### src/rtl/cpu_pkg.sv
// Shared CPU definitions: transfer FSM states, register indices, data width.
package cpu_pkg;

  localparam int W_DEF = 32;

  // Register-bank index map
  localparam int REG_PC   = 0;
  localparam int REG_IR   = 1;
  localparam int REG_A    = 2;
  localparam int REG_B    = 3;
  localparam int REG_HI   = 4;
  localparam int REG_LO   = 5;
  localparam int REG_TMP0 = 6;
  localparam int REG_TMP1 = 7;

  typedef enum logic [2:0] {
    IDLE  = 3'd0,
    READ  = 3'd1,
    WRITE = 3'd2,
    DONE  = 3'd3,
    ERR   = 3'd4
  } xfer_state_t;

  // True when a register index names a register that exists in the bank
  function automatic logic idx_ok(input int unsigned idx, input int unsigned n);
    return idx < n;
  endfunction

endpackage

### src/rtl/onehot_dec.sv
// Index to one-hot strobe decoder; all outputs low when disabled.
module onehot_dec #(
  parameter int N  = 8,
  parameter int IW = $clog2(N)
) (
  input  logic [IW-1:0] idx,
  input  logic          en,
  output logic [N-1:0]  oh
);

  // Out-of-range indices simply decode to no strobe
  always_comb begin
    oh = '0;
    for (int i = 0; i < N; i++)
      if (en && (idx == IW'(i))) oh[i] = 1'b1;
  end

endmodule

### src/rtl/reg_xfer_ctrl.sv
// Register transfer sequencer: read strobe, capture, then write strobe.
module reg_xfer_ctrl
  import cpu_pkg::*;
#(
  parameter int NREG = 8,
  parameter int W    = W_DEF,
  parameter int IW   = $clog2(NREG)
) (
  input  logic            clk,
  input  logic            rst,
  input  logic            req_valid,
  output logic            req_ready,
  input  logic            req_imm_op,
  input  logic [IW-1:0]   req_src,
  input  logic [IW-1:0]   req_dst,
  input  logic [W-1:0]    req_imm,
  input  logic [W-1:0]    bus,
  output logic [NREG-1:0] rd_en,
  output logic [NREG-1:0] wr_en,
  output logic [W-1:0]    wdata,
  output logic            done,
  output logic            err
);

  xfer_state_t   state_q, state_d;
  logic [IW-1:0] src_q, src_d;
  logic [IW-1:0] dst_q, dst_d;
  logic [W-1:0]  tmp_q, tmp_d;

  logic          src_ok, dst_ok;

  assign src_ok = idx_ok(32'(req_src), NREG);
  assign dst_ok = idx_ok(32'(req_dst), NREG);

  // Next-state and datapath: latch request in IDLE, capture bus at end of READ
  always_comb begin
    state_d = state_q;
    src_d   = src_q;
    dst_d   = dst_q;
    tmp_d   = tmp_q;
    case (state_q)
      IDLE: begin
        if (req_valid) begin
          src_d = req_src;
          dst_d = req_dst;
          if (!dst_ok || (!req_imm_op && !src_ok)) begin
            state_d = ERR;
          end else if (req_imm_op) begin
            tmp_d   = req_imm;
            state_d = WRITE;
          end else begin
            state_d = READ;
          end
        end
      end
      READ: begin
        tmp_d   = bus;
        state_d = WRITE;
      end
      WRITE:   state_d = DONE;
      DONE:    state_d = IDLE;
      ERR:     state_d = IDLE;
      default: state_d = IDLE;
    endcase
  end

  // State register; reset aborts any transfer and clears the capture register
  always_ff @(posedge clk) begin
    if (!rst) begin
      state_q <= IDLE;
      src_q   <= '0;
      dst_q   <= '0;
      tmp_q   <= '0;
    end else begin
      state_q <= state_d;
      src_q   <= src_d;
      dst_q   <= dst_d;
      tmp_q   <= tmp_d;
    end
  end

  // Outputs come only from registered state, never straight from req_*
  assign req_ready = (state_q == IDLE);
  assign done      = (state_q == DONE) || (state_q == ERR);
  assign err       = (state_q == ERR);
  assign wdata     = tmp_q;

  onehot_dec #(.N(NREG), .IW(IW)) u_rd_dec (
    .idx (src_q),
    .en  (state_q == READ),
    .oh  (rd_en)
  );

  onehot_dec #(.N(NREG), .IW(IW)) u_wr_dec (
    .idx (dst_q),
    .en  (state_q == WRITE),
    .oh  (wr_en)
  );

endmodule

### config.mk
export PLATFORM = sky130hd
export DESIGN_NAME = reg_xfer_ctrl
export DESIGN_NICKNAME = d
export VERILOG_FILES = /design/src/rtl/cpu_pkg.sv /design/src/rtl/onehot_dec.sv /design/src/rtl/reg_xfer_ctrl.sv
export SDC_FILE = /design/constraint.sdc
export NUM_CORES = 1
export LEC_CHECK = 0
export CAP_MARGIN = 10
export CORE_ASPECT_RATIO = 1.75
export CORE_MARGIN = 8
export CORE_UTILIZATION = 30
export CTS_BUF_LIST = sky130_fd_sc_hd__clkbuf_16
export DETAILED_ROUTE_END_ITERATION = 10
export PLACE_DENSITY = 0.66
export SETUP_SLACK_MARGIN = 0.05
export SYNTH_ARGS = -nofsm -noshare
export SYNTH_HDL_FRONTEND = slang
export SYNTH_SLANG_ARGS = --single-unit
### constraint.sdc
create_clock -name clk -period 4.64 [get_ports clk]
set_input_delay 1.16 -clock clk [delete_from_list [all_inputs] [get_ports clk]]
set_output_delay 1.16 -clock clk [all_outputs]
set_load 0.1 [all_outputs]
# --- Word level (Yosys, flattened, before mapping) ---
# Index checks and enable logic that the tools add are counted.
word_totals:
  word_cells: 69
  reg_bits: 41
classes:
  n_mux: 22
  n_eq_ne: 20
  reduce_logical: 23
op_table:
  columns: ["operator", "n"]
  rows:
  - ["two-way mux 32 bit", 2]
  - ["one-hot mux 32 bit (2 select lines)", 1]
  - ["== test 3 bit, second input constant", 9]
  - ["== test 3 x 2 -> 1 bit, second input constant", 6]
  - ["logical AND 1 bit", 16]
  - ["two-way mux 1 bit", 16]
  - ["== test 3 x 1 -> 1 bit, second input constant", 3]
  - ["logical NOT 3 bit", 3]
  - ["one-hot mux 3 bit (3 select lines)", 1]
  - ["two-way mux 3 bit", 1]
  - ["AND reduction 3 bit", 1]
  - ["two-way mux 2 bit", 1]
  - ["!= test 2 x 1 -> 1 bit, second input constant", 1]
  - ["!= test 2 bit, second input constant", 1]
  - ["AND reduction 2 bit", 1]
  - ["nonzero test 2 bit", 1]
  - ["logical OR 1 bit", 1]

# --- Logic depth before layout (Yosys ltp) ---
# Gate-level depths: netlist of the first run.
logic_depth:
  word_depth: 3
  depth_mapped: 9

# --- Modules after synthesis ---
# A second synthesis of the first run with hierarchy kept.
hier_totals:
  cells_unflattened: 212
  hier_area_um2: 2204.6
by_module_without_submodules:
  columns: ["mod", "area_per_inst_um2", "n_inst", "cells_per_inst"]
  rows:
  - ["reg_xfer_ctrl", 2011.9, 1, 196]
  - ["onehot_dec", 96.3, 2, 8]

# --- Worst setup path before layout of the first run ---
# No wires, ideal clock.
synth_path:
  kind: "reg-to-output"
  startpoint: "reg state_q[1]"
  endpoint: "out rd_en[4]"
  stages_incl_launch_ff: 7
  arrival_ns: 3.125
  path_slack_ns: 0.355
  cell_sequence: "dfxtp_1 inv_1 ha_1 buf_6 buf_2 nand2_1 nor3_1"
synth_via:
  elab_chain_cells: 3
synth_lines:
  columns: ["element", "line", "text"]
  rows:
  - ["from (decl)", "reg_xfer_ctrl.sv:25", "xfer_state_t state_q, state_d;"]
  - ["from (signal assigned)", "reg_xfer_ctrl.sv:75", "state_q <= state_d;"]
  - ["== test 3 x 1 -> 1 bit", "reg_xfer_ctrl.sv:90", ".en (state_q == READ),"]
  - ["logical AND 1 bit", "onehot_dec.sv:15", "if (en && (idx == IW'(i))) oh[i] = 1'b1;"]
  - ["two-way mux 1 bit", "onehot_dec.sv:15", null]
  - ["to (decl)", "reg_xfer_ctrl.sv:18", "output logic [NREG-1:0] rd_en,"]
# Every way passes these cells.

# --- Worst setup path after layout of the first run ---
layout_path:
  startpoint: "reg state_q[0]"
  endpoint: "out wr_en[0]"
layout_via:
  elab_chain_cells: 3
layout_lines:
  columns: ["element", "line", "text"]
  rows:
  - ["== test 3 x 2 -> 1 bit", "reg_xfer_ctrl.sv:96", ".en (state_q == WRITE),"]
  - ["logical AND 1 bit", "onehot_dec.sv:15", null]
  - ["two-way mux 1 bit", "onehot_dec.sv:15", null]
  - ["to (decl)", "reg_xfer_ctrl.sv:19", "output logic [NREG-1:0] wr_en,"]
# Every way passes these cells.

==> summary.txt, run 1 <==
Port Buf Inserts - 123
Sw Ratio - 55.5%
CTS clk-pin slew, worst paths - 60 ps
CP Max Fanout - 4
CP Launch Type - register
Clock Sink Count - 40
mux contribution to synthesized area - 15.9%
DRC viols - 0
Die Height - 127 um
Cells after Synth - 222
clock latency at the later pin of the worst-skew pair - 280 ps
gr usage total - 13.0%
ranking of synthesized cells by area - dfxtp_1 (38%), mux2i_1 (15%), o211a_1 (15%), nand3_1 (9.0%), ha_1 (3.0%)
synthesis-to-finish area growth - 65.1%
Post CTS Setup Buffer Count - 0
post-synthesis register bit count - 40
largest family of logic cells by synthesized area - compound AO/OA/AOI/OAI gates
setup TNS - 0 ps
adder-cell area share of the yosys netlist - 2.97%
Logic pwr share - 65.5%
RSZ-0062 raised after global routing - no
pwr dens - 766 nW/um2
Yosys cell types - 26
H-tree depth - 2
status - finished clean
Ant. Diodes - 0
largest net degree at the start of global routing - 42
Mapped Nets - 301
Fmax - 286 MHz
Core Region - 6860 um2
routed wire length per instance - 16.1 um
Final Power - 2.67 mW
routed vias/inst - 4.92
Required @ worst endpoint - 3480 ps
clk root buf - clkbuf_16
P_sw - 1.48 mW
max-cap violations - 0
peak supply drop - 0.408 mV
P_int - 1.19 mW
I/O pin cnt - 125
initial antenna violation count - 0
DRT Pass-1 Iters - 4
worst-case reg-to-reg path depth - 6
Num CTS Buffers - 5
grt total ovfl - 0
complex-gate fraction of the synthesized area - 18.8%
GP Congestion - 0.721
worst reg-to-reg setup slack - 2010 ps
critical hold path startpoint - src_q[2]$_SDFFE_PN0P_
Static Leak - 1.58 nW
Hold Buf Count CTS - 0
worst reg2reg path endpoint - wdata[7]$_SDFFE_PN0P_
Worst EP arrival - 2340 ps
hpwl dp - 5.14 mm
antenna viol nets, final - 0
Ys Warns - 0
post-synthesis xor/xnor area fraction - 0%
DR vias - 2055
top cell type by total area after synthesis - dfxtp_1
Final min period - 3500 ps
Syn Std Cell Area - 2110 um2
Initial Util - 30.7%
Die Footprint - 10100 um2
part of the Yosys area used for sequential elements - 38.0%
drt total wl - 6.72 mm
max_slew headroom - 31.3%
simple-gate area share of the yosys netlist - 17.6%
worst hold path type - register to register
commonest non-fill, non-tap cell in the layout - clkdlybuf4s50_1
hold depth - 2
period utilisation layout - 75.4%
top-area cell type share of the netlist area - 38.0%
Final Cell Area - 3480 um2
sequential cell fraction of total power - 20.3%
vias in the first global route - 2128
slew at the pin closest to its max-slew limit - 1030 ps
clk_skew - 2.44 ps
final setup fails - 0
final hold vios - 0
fraction of layout cells with a size suffix above 1 - 5.99%
final slew viol count - 0
CTS max path bufs - 2
placed cell areas - 3320 um2
CTS tree - built
DRT iter0 DRCs - 78
Clk pwr share - 14.3%
commonest non-fill, non-tap cells in the layout - clkdlybuf4s50_1 (115), dfxtp_1 (40), nand3_1 (38), mux2i_1 (32), o211a_1 (32)
die width - 79.4 um
CP endpoint kind - output pin
Synth Area per Inst - 9.50 um2
std cell rows - 40
Final #Nets - 412
WS Path Type - register to output pin
worst-case hold path end point - src_q[2]$_SDFFE_PN0P_
first-pass GRT wire length - 10.5 mm
Core Util, Final - 50.8%
Reg2Reg Launch Point - state_q[1]$_SDFFE_PN0P_
post-CTS sizing - 0
synth_stat cells (all sizes together):
library cell,number
dfxtp,40
nand3,38
mux2i,32
o211a,32
buf,15
nor2,13
nand2,11
clkbuf,7
nand2b,7
a21boi,6
ha,5
nor3,4
inv,2
o21ai,2
a21oi,1
a22oi,1
a31o,1
and2,1
and4b,1
conb,1
mux2,1
nand3b,1
kinds of logic (layout without fill, tap and decap cells):
group | count (synthesis) | count (layout)
fa+ha+maj | 5 | 5
mux | 33 | 33
buf+inv | 24 | 136
other cells | 1 | 1
simple gates | 76 | 76
compound gates | 43 | 43
flops | 40 | 40
worst max path at each step:
stage,start,endpoint,slack [ps],cells past startpoint
floorplan,state_q[1]$_SDFFE_PN0P_,rd_en[4],350,6
global placement,state_q[0]$_SDFFE_PN0P_,wr_en[0],1480,5
detailed placement,state_q[0]$_SDFFE_PN0P_,wr_en[0],1430,5
CTS,state_q[0]$_SDFFE_PN0P_,wr_en[0],1130,5
global route,state_q[0]$_SDFFE_PN0P_,wr_en[0],1040,5
finish,state_q[0]$_SDFFE_PN0P_,wr_en[0],1140,5
critical path: stages (launching register included):
cell and delay [ps]:
dfxtp_1 340, inv_1 130, ha_1 180, nand2b_1 110
nor3_1 140, clkdlybuf4s50_1 1160
registers in the layout, indices dropped and copies added, names as in the netlist:
name,count
dst_q,3
src_q,3
state_q,2
wdata,32
through the flow:
| step | setup WS [ps] | instances | hold slack (ps) |
|---|---|---|---|
| after global routing | 1040 | 418 | 504 |
| after floorplan | 355 | 222 | 452 |
| after CTS | 1130 | 418 | 481 |
| final | 1140 | 418 | 475 |
| after global placement | 1480 | 410 | 466 |
| after detailed placement | 1430 | 410 | 472 |
per-layer routing:
metal  routed length [um]  vias to the layer above  GRT usage [%]
met5                    0                        -              0
met4                   92                        0           4.17
met3                  465                        6           3.75
met2                 3670                       78           24.3
met1                 2490                      945           13.2
li1                     -                     1026              -
power groups by stage:
stage               sequential, mW  combinational (mW)  clock [mW]
floorplan                     1.32               0.603           0
global placement             0.541                1.76           0
detailed placement           0.547                1.76           0
CTS                          0.541                1.77       0.390
global route                 0.558                1.82       0.406
finish                       0.541                1.74       0.380
final cells by class:
type                    count  area (um2)
clock buffers               5         125
clock inverters             3        37.5
fillers                   656        3380
inverters                   2        7.51
multi-input cells         158        1170
flip-flops and latches     40         801
well taps                  84         105
repair buffers            126        1230
Note: power is estimated with default switching activity, not from simulation.
==> run 2: changes to the inputs <==
clock period = 3.3 ns   (was 4.64 ns; I/O delays follow)
==> run 2 against run 1 <==
Effect of this change: sequential share of layout area fell by 0.20 points; die area unchanged; critical path depth stayed put; sequential power increased by 43%; power is 40% higher; critical path type is now input pin to register; largest cell class unchanged.
==> summary.txt, run 2 (same netlist as run 1, synthesis figures left out) <==
post-CTS sizing - 0 (unchanged)
Final min period - 2440 ps
period utilisation layout - 73.9%
H-tree depth - 2 (unchanged)
GP Congestion - 0.725 (+0.49%)
CTS tree - built
Initial Util - 30.7% (unchanged)
max_slew headroom - 56.6% (+25 points)
WS Path Type - input pin to register
critical hold path startpoint - dst_q[2]$_SDFFE_PN0P_
status - finished clean
commonest non-fill, non-tap cell in the layout - clkdlybuf4s50_1
die width - 79.4 um (unchanged)
placed cell areas - 3350 um2 (+0.91%)
slew at the pin closest to its max-slew limit - 649 ps (-378 ps)
Clk pwr share - 14.3% (about the same)
Num CTS Buffers - 5 (unchanged)
final hold vios - 0 (unchanged)
Post CTS Setup Buffer Count - 0 (unchanged)
routed vias/inst - 4.91 (about the same)
Clock Sink Count - 40 (unchanged)
Core Util, Final - 51.2% (+0.46 points)
filler cell count - 657 (+0.15%)
clk_skew - 4.37 ps (+1.93 ps)
max reg flops - 32 (unchanged)
std cell rows - 40 (unchanged)
Sw Ratio - 56.2% (+0.68 points)
worst hold path type - register to register
Final #Nets - 414 (+0.49%)
P_int - 1.64 mW (+38%)
antenna viol nets, final - 0 (unchanged)
Fmax - 410 MHz
DRT Pass-1 Iters - 4 (unchanged)
Required @ worst endpoint - 3520 ps (+40 ps)
CP Max Fanout - 32 (+28)
peak supply drop - 0.613 mV (+50%)
setup TNS - 0 ps (unchanged)
largest net degree at the start of global routing - 34 (-19%)
Logic pwr share - 65.0% (-0.5 points)
Min Hold Slack - 484 ps (+8.73 ps)
CP Launch Type - input pin
DRC viols - 0 (unchanged)
Die Footprint - 10100 um2 (unchanged)
final setup fails - 0 (unchanged)
synthesis-to-finish area growth - 66.6%
routed wire length per instance - 16.4 um (+2.1%)
Worst EP arrival - 2660 ps (+320 ps)
hpwl dp - 5.40 mm (+5.0%)
vias in the first global route - 2224 (+4.5%)
DRT iter0 DRCs - 104 (+33%)
grt total ovfl - 0 (unchanged)
CP startpoint - req_valid
sequential cell fraction of total power - 20.7% (+0.4 points)
clock latency at the later pin of the worst-skew pair - 280 ps (about the same)
Static Leak - 1.70 nW (+7.9%)
CTS clk-pin slew, worst paths - 50 ps (about the same)
gr usage total - 13.5% (+0.43 points)
fraction of layout cells with a size suffix above 1 - 20.5% (+15 points)
clk root buf - clkbuf_16
Final Cell Area - 3510 um2 (+0.90%)
max-cap violations - 0 (unchanged)
RSZ-0062 raised after global routing - no
initial antenna violation count - 0 (unchanged)
CP endpoint kind - register
P_sw - 2.10 mW (+42%)
DR vias - 2063 (+0.39%)
Port Buf Inserts - 123 (unchanged)
Hold Buf Count CTS - 0 (unchanged)
CTS max path bufs - 2 (unchanged)
commonest non-fill, non-tap cells in the layout - clkdlybuf4s50_1 (73), buf_4 (47), dfxtp_1 (40), nand3_1 (38)
Reg2Reg Launch Point - state_q[1]$_SDFFE_PN0P_
pwr dens - 1060 nW/um2 (+39%)
drt total wl - 6.90 mm (+2.6%)
Core Region - 6860 um2 (unchanged)
Ant. Diodes - 0 (unchanged)
I/O pin cnt - 125 (unchanged)
final slew viol count - 0 (unchanged)
first-pass GRT wire length - 11.0 mm (+3.9%)
Die Height - 127 um (unchanged)
## run 2: cell count changes in the layout (fill, tap and decap cells not counted)
| cell | previous run | this run |
|---|---|---|
| nor3_2 | 0 | 4 |
| clkinv_1 | 2 | 0 |
| clkinv_2 | 0 | 1 |
| clkdlybuf4s50_1 | 115 | 73 |
| inv_1 | 2 | 3 |
| buf_12 | 0 | 8 |
| nor3_1 | 4 | 0 |
| buf_4 | 11 | 47 |
## run 2: layout make-up
type | count | area [um2] | area share [%]
clock inverters | 3 | 38.8 | 1.10
multi-input cells | 158 | 1190 | 33.9
repair buffers | 128 | 1240 | 35.4
well taps | 84 | 105 | 2.99
inverters | 2 | 7.51 | 0.214
clock buffers | 5 | 125 | 3.56
flip-flops and latches | 40 | 801 | 22.8
## run 2: worst max-delay path: stages
cell and delay [ps]:
clkdlybuf4s50_1 660, nand2b_1 320, buf_4 250, and2_4 400, o211a_1 180
## run 2: through the flow
step,instances,setup slack (ps),power (mW)
2_1_floorplan,222,97.3,2.71
3_3_place_gp,412,663,3.21
3_5_place_dp,412,585,3.23
4_1_cts,420,861,3.77
5_1_grt,420,749,3.90
6_report,420,862,3.74
## run 2: routing by layer
layer | part of all wire [%] | global-route usage, % | routed length (um) | vias to the layer above
met1 | 38 | 13.6 | 2590 | 966
met5 | 0 | 0 | 0 | -
met3 | 5.2 | 3.32 | 360 | 8
li1 | - | - | - | 1027
met2 | 56 | 25.2 | 3830 | 62
met4 | 1.6 | 4.94 | 113 | 0
## run 2: worst paths after layout
kind,endpoint,slack [ps],cells after the start
setup / recovery,wdata[1]$_SDFFE_PN0P_,860,5
hold / removal,dst_q[2]$_SDFFE_PN0P_,480,2
setup reg to reg,wdata[1]$_SDFFE_PN0P_,1140,6
hold reg to reg,dst_q[2]$_SDFFE_PN0P_,480,2
## run 2: power groups by stage
stage / logic [mW] / clock network [mW] / registers [mW]
detailed placement: 2.45 / 0 / 0.781
global placement: 2.43 / 0 / 0.777
floorplan: 0.851 / 0 / 1.86
CTS: 2.45 / 0.548 / 0.773
global route: 2.53 / 0.572 / 0.795
finish: 2.43 / 0.536 / 0.774
==> run 3: changes to the inputs <==
PLACE_DENSITY = 0.69   (was 0.66)
clock period = 1.95 ns   (was 3.3 ns; I/O delays follow)
==> run 3 against run 2 <==
Effect of this change: register-to-register slack lost 1000 ps; global-route usage grew 0.98 points; highest routed layer unchanged; critical path type is now register to output pin; wire length grew 2.9%; count of clock-buffer cells in the layout is the same; largest cell class unchanged; utilization grew 11 points; clock skew shrank 0.75 ps; via count grew 4.2%; power grew 96%; die area is the same.
==> summary.txt, run 3 (same netlist as run 1, synthesis figures left out) <==
status - finished clean
worst reg-to-reg setup slack - 120 ps (-1020 ps)
clk_skew - 3.62 ps (-0.751 ps)
worst-case reg-to-reg path depth - 6 (unchanged)
multi-input logic area - 1360 um2 (+14%)
non-filler cells, final - 428 (+1.9%)
met2 wire len - 3.98 mm (+3.7%)
CP endpoint kind - output pin
Top Layer Used - met4
die width - 79.4 um (unchanged)
grt total ovfl - 0 (unchanged)
peak supply drop - 1.08 mV (+76%)
max-cap violations - 0 (unchanged)
Core Region - 6860 um2 (unchanged)
Metal-1 WL - 2.37 mm (-8.7%)
Crit. path cell count - 5 (unchanged)
Worst EP arrival - 1410 ps (-1250 ps)
DRT Pass-1 Iters - 5 (+1)
clock latency at the later pin of the worst-skew pair - 270 ps (about the same)
Buf/Inv on CP - 2 (unchanged)
drt total wl - 7.10 mm (+2.9%)
hpwl dp - 5.78 mm (+7.0%)
max reg flops - 32 (unchanged)
Final Cell Area - 4270 um2 (+22%)
first-pass GRT wire length - 11.8 mm (+7.6%)
Max stage delay cell, worst path - dfxtp_4
CTS clk-pin slew, worst paths - 50 ps (about the same)
Hold Buf Count CTS - 0 (unchanged)
vias in the first global route - 2387 (+7.3%)
H-tree depth - 2 (unchanged)
std cell rows - 40 (unchanged)
Ant. Diodes - 0 (unchanged)
commonest non-fill, non-tap cells in the layout - clkdlybuf4s50_1 (73), buf_12 (51), nand3_1 (38), dfxtp_1 (38)
commonest non-fill, non-tap cell in the layout - clkdlybuf4s50_1
period utilisation layout - 97.2%
CP peak stage delay - 370 ps (-290 ps)
Port Buf Inserts - 123 (unchanged)
RSZ-0062 raised after global routing - yes
final slew viol count - 0 (unchanged)
Core Util, Final - 62.3% (+11 points)
synthesis-to-finish area growth - 102%
Detail Route met3 WL - 565 um (+57%)
Initial Util - 30.7% (unchanged)
Num CTS Buffers - 5 (unchanged)
routed vias/inst - 5.02 (+2.3%)
Final Power - 7.32 mW (+96%)
final hold vios - 0 (unchanged)
Static Leak - 1.88 nW (+10%)
initial antenna violation count - 0 (unchanged)
Required @ worst endpoint - 1460 ps (-2060 ps)
gr usage total - 14.4% (+0.98 points)
WS Path Type - register to output pin
final setup fails - 0 (unchanged)
pwr dens - 1710 nW/um2 (+61%)
GP Congestion - 0.710 (-2.1%)
DR vias - 2150 (+4.2%)
routed wire length per instance - 16.6 um (+0.98%)
Clock Sink Count - 40 (unchanged)
DRC viols - 0 (unchanged)
CP Launch Type - register
antenna viol nets, final - 0 (unchanged)
Die Height - 127 um (unchanged)
largest net degree at the start of global routing - 33 (-2.9%)
CP Max Fanout - 4 (-88%)
clk root buf - clkbuf_16
register area - 808 um2 (+0.94%)
CTS max path bufs - 2 (unchanged)
Fmax - 528 MHz
Die Footprint - 10100 um2 (unchanged)
fraction of layout cells with a size suffix above 1 - 28.8% (+8.2 points)
Cell Count Post-Placement - 416 (+0.97%)
I/O pin cnt - 125 (unchanged)
worst hold path type - register to register
CP top delay family - flip-flops
Final min period - 1890 ps
worst-path cell chain - inv_4 -> ha_4 -> nand2b_4 -> nor3_4 -> buf_12
placed cell areas - 4060 um2 (+21%)
filler cell count - 558 (-15%)
DRT iter0 DRCs - 96 (-7.7%)
hold depth - 2 (unchanged)
CTS tree - built
Final #Nets - 423 (+2.2%)
-- run 3: cell types whose count changed in the layout (fill, tap and decap cells not counted), moves of 4 or more --
cell and delta:
buf_4 -34, nor3_2 -4, buf_12 +43, nor2_4 +10
nor2_1 -12, nor3_4 +4
-- run 3: cell type report --
| class | instances | share of cell area [%] |
|---|---|---|
| timing repair buffer | 137 | 43.3 |
| multi-input combinational | 158 | 31.9 |
| sequential | 40 | 18.9 |
| clock buffer | 5 | 2.93 |
| tap | 84 | 2.46 |
| inverter | 2 | 0.293 |
| clock inverter | 2 | 0.205 |
-- run 3: report_power, final --
group,total [mW],switching (mW),internal [mW]
clock network,0.746,0.287,0.459
logic,5.08,3.18,1.91
registers,1.49,0.361,1.13
-- run 3: path summary, 6_finish.rpt --
kind | from | end
worst max-delay path | state_q[0]$_SDFFE_PN0P_ | wr_en[0]
worst min-delay path | dst_q[2]$_SDFFE_PN0P_ | dst_q[2]$_SDFFE_PN0P_
worst max register to register | state_q[0]$_SDFFE_PN0P_ | wdata[25]$_SDFFE_PN0P_
worst min register to register | dst_q[2]$_SDFFE_PN0P_ | dst_q[2]$_SDFFE_PN0P_
-- run 3: metrics by stage --
step	TNS, ps	setup slack, ps	hold slack [ps]
global route	-5.46	-5.46	577
detailed placement	0	11.0	490
floorplan	-3180	-224	463
global placement	0	77.1	472
CTS	0	47.3	526
finish	0	55.4	536
-- run 3: timing repair --
item                       4_1_cts  5_1_grt
pin swaps                        2        4
buffers inserted                 3        2
setup endpoints to repair       12        4
resized for setup                9        2
-- run 3: metal layers --
layer / vias to the layer above / track usage, %
li1: 1049 / -
met1: 1006 / 13.5
met2: 80 / 27.0
met3: 15 / 5.16
met4: 0 / 5.82
met5: - / 0
-- run 3: worst register-to-register path, delay by kind of cell, from the launching register on --
kind,cells,cell delay (ps)
flip-flops,1,380
adder cells (fa/ha/maj),1,300
buffers and inverters,2,170
AND/OR/NAND/NOR,2,720
AO/OA/AOI/OAI,1,200
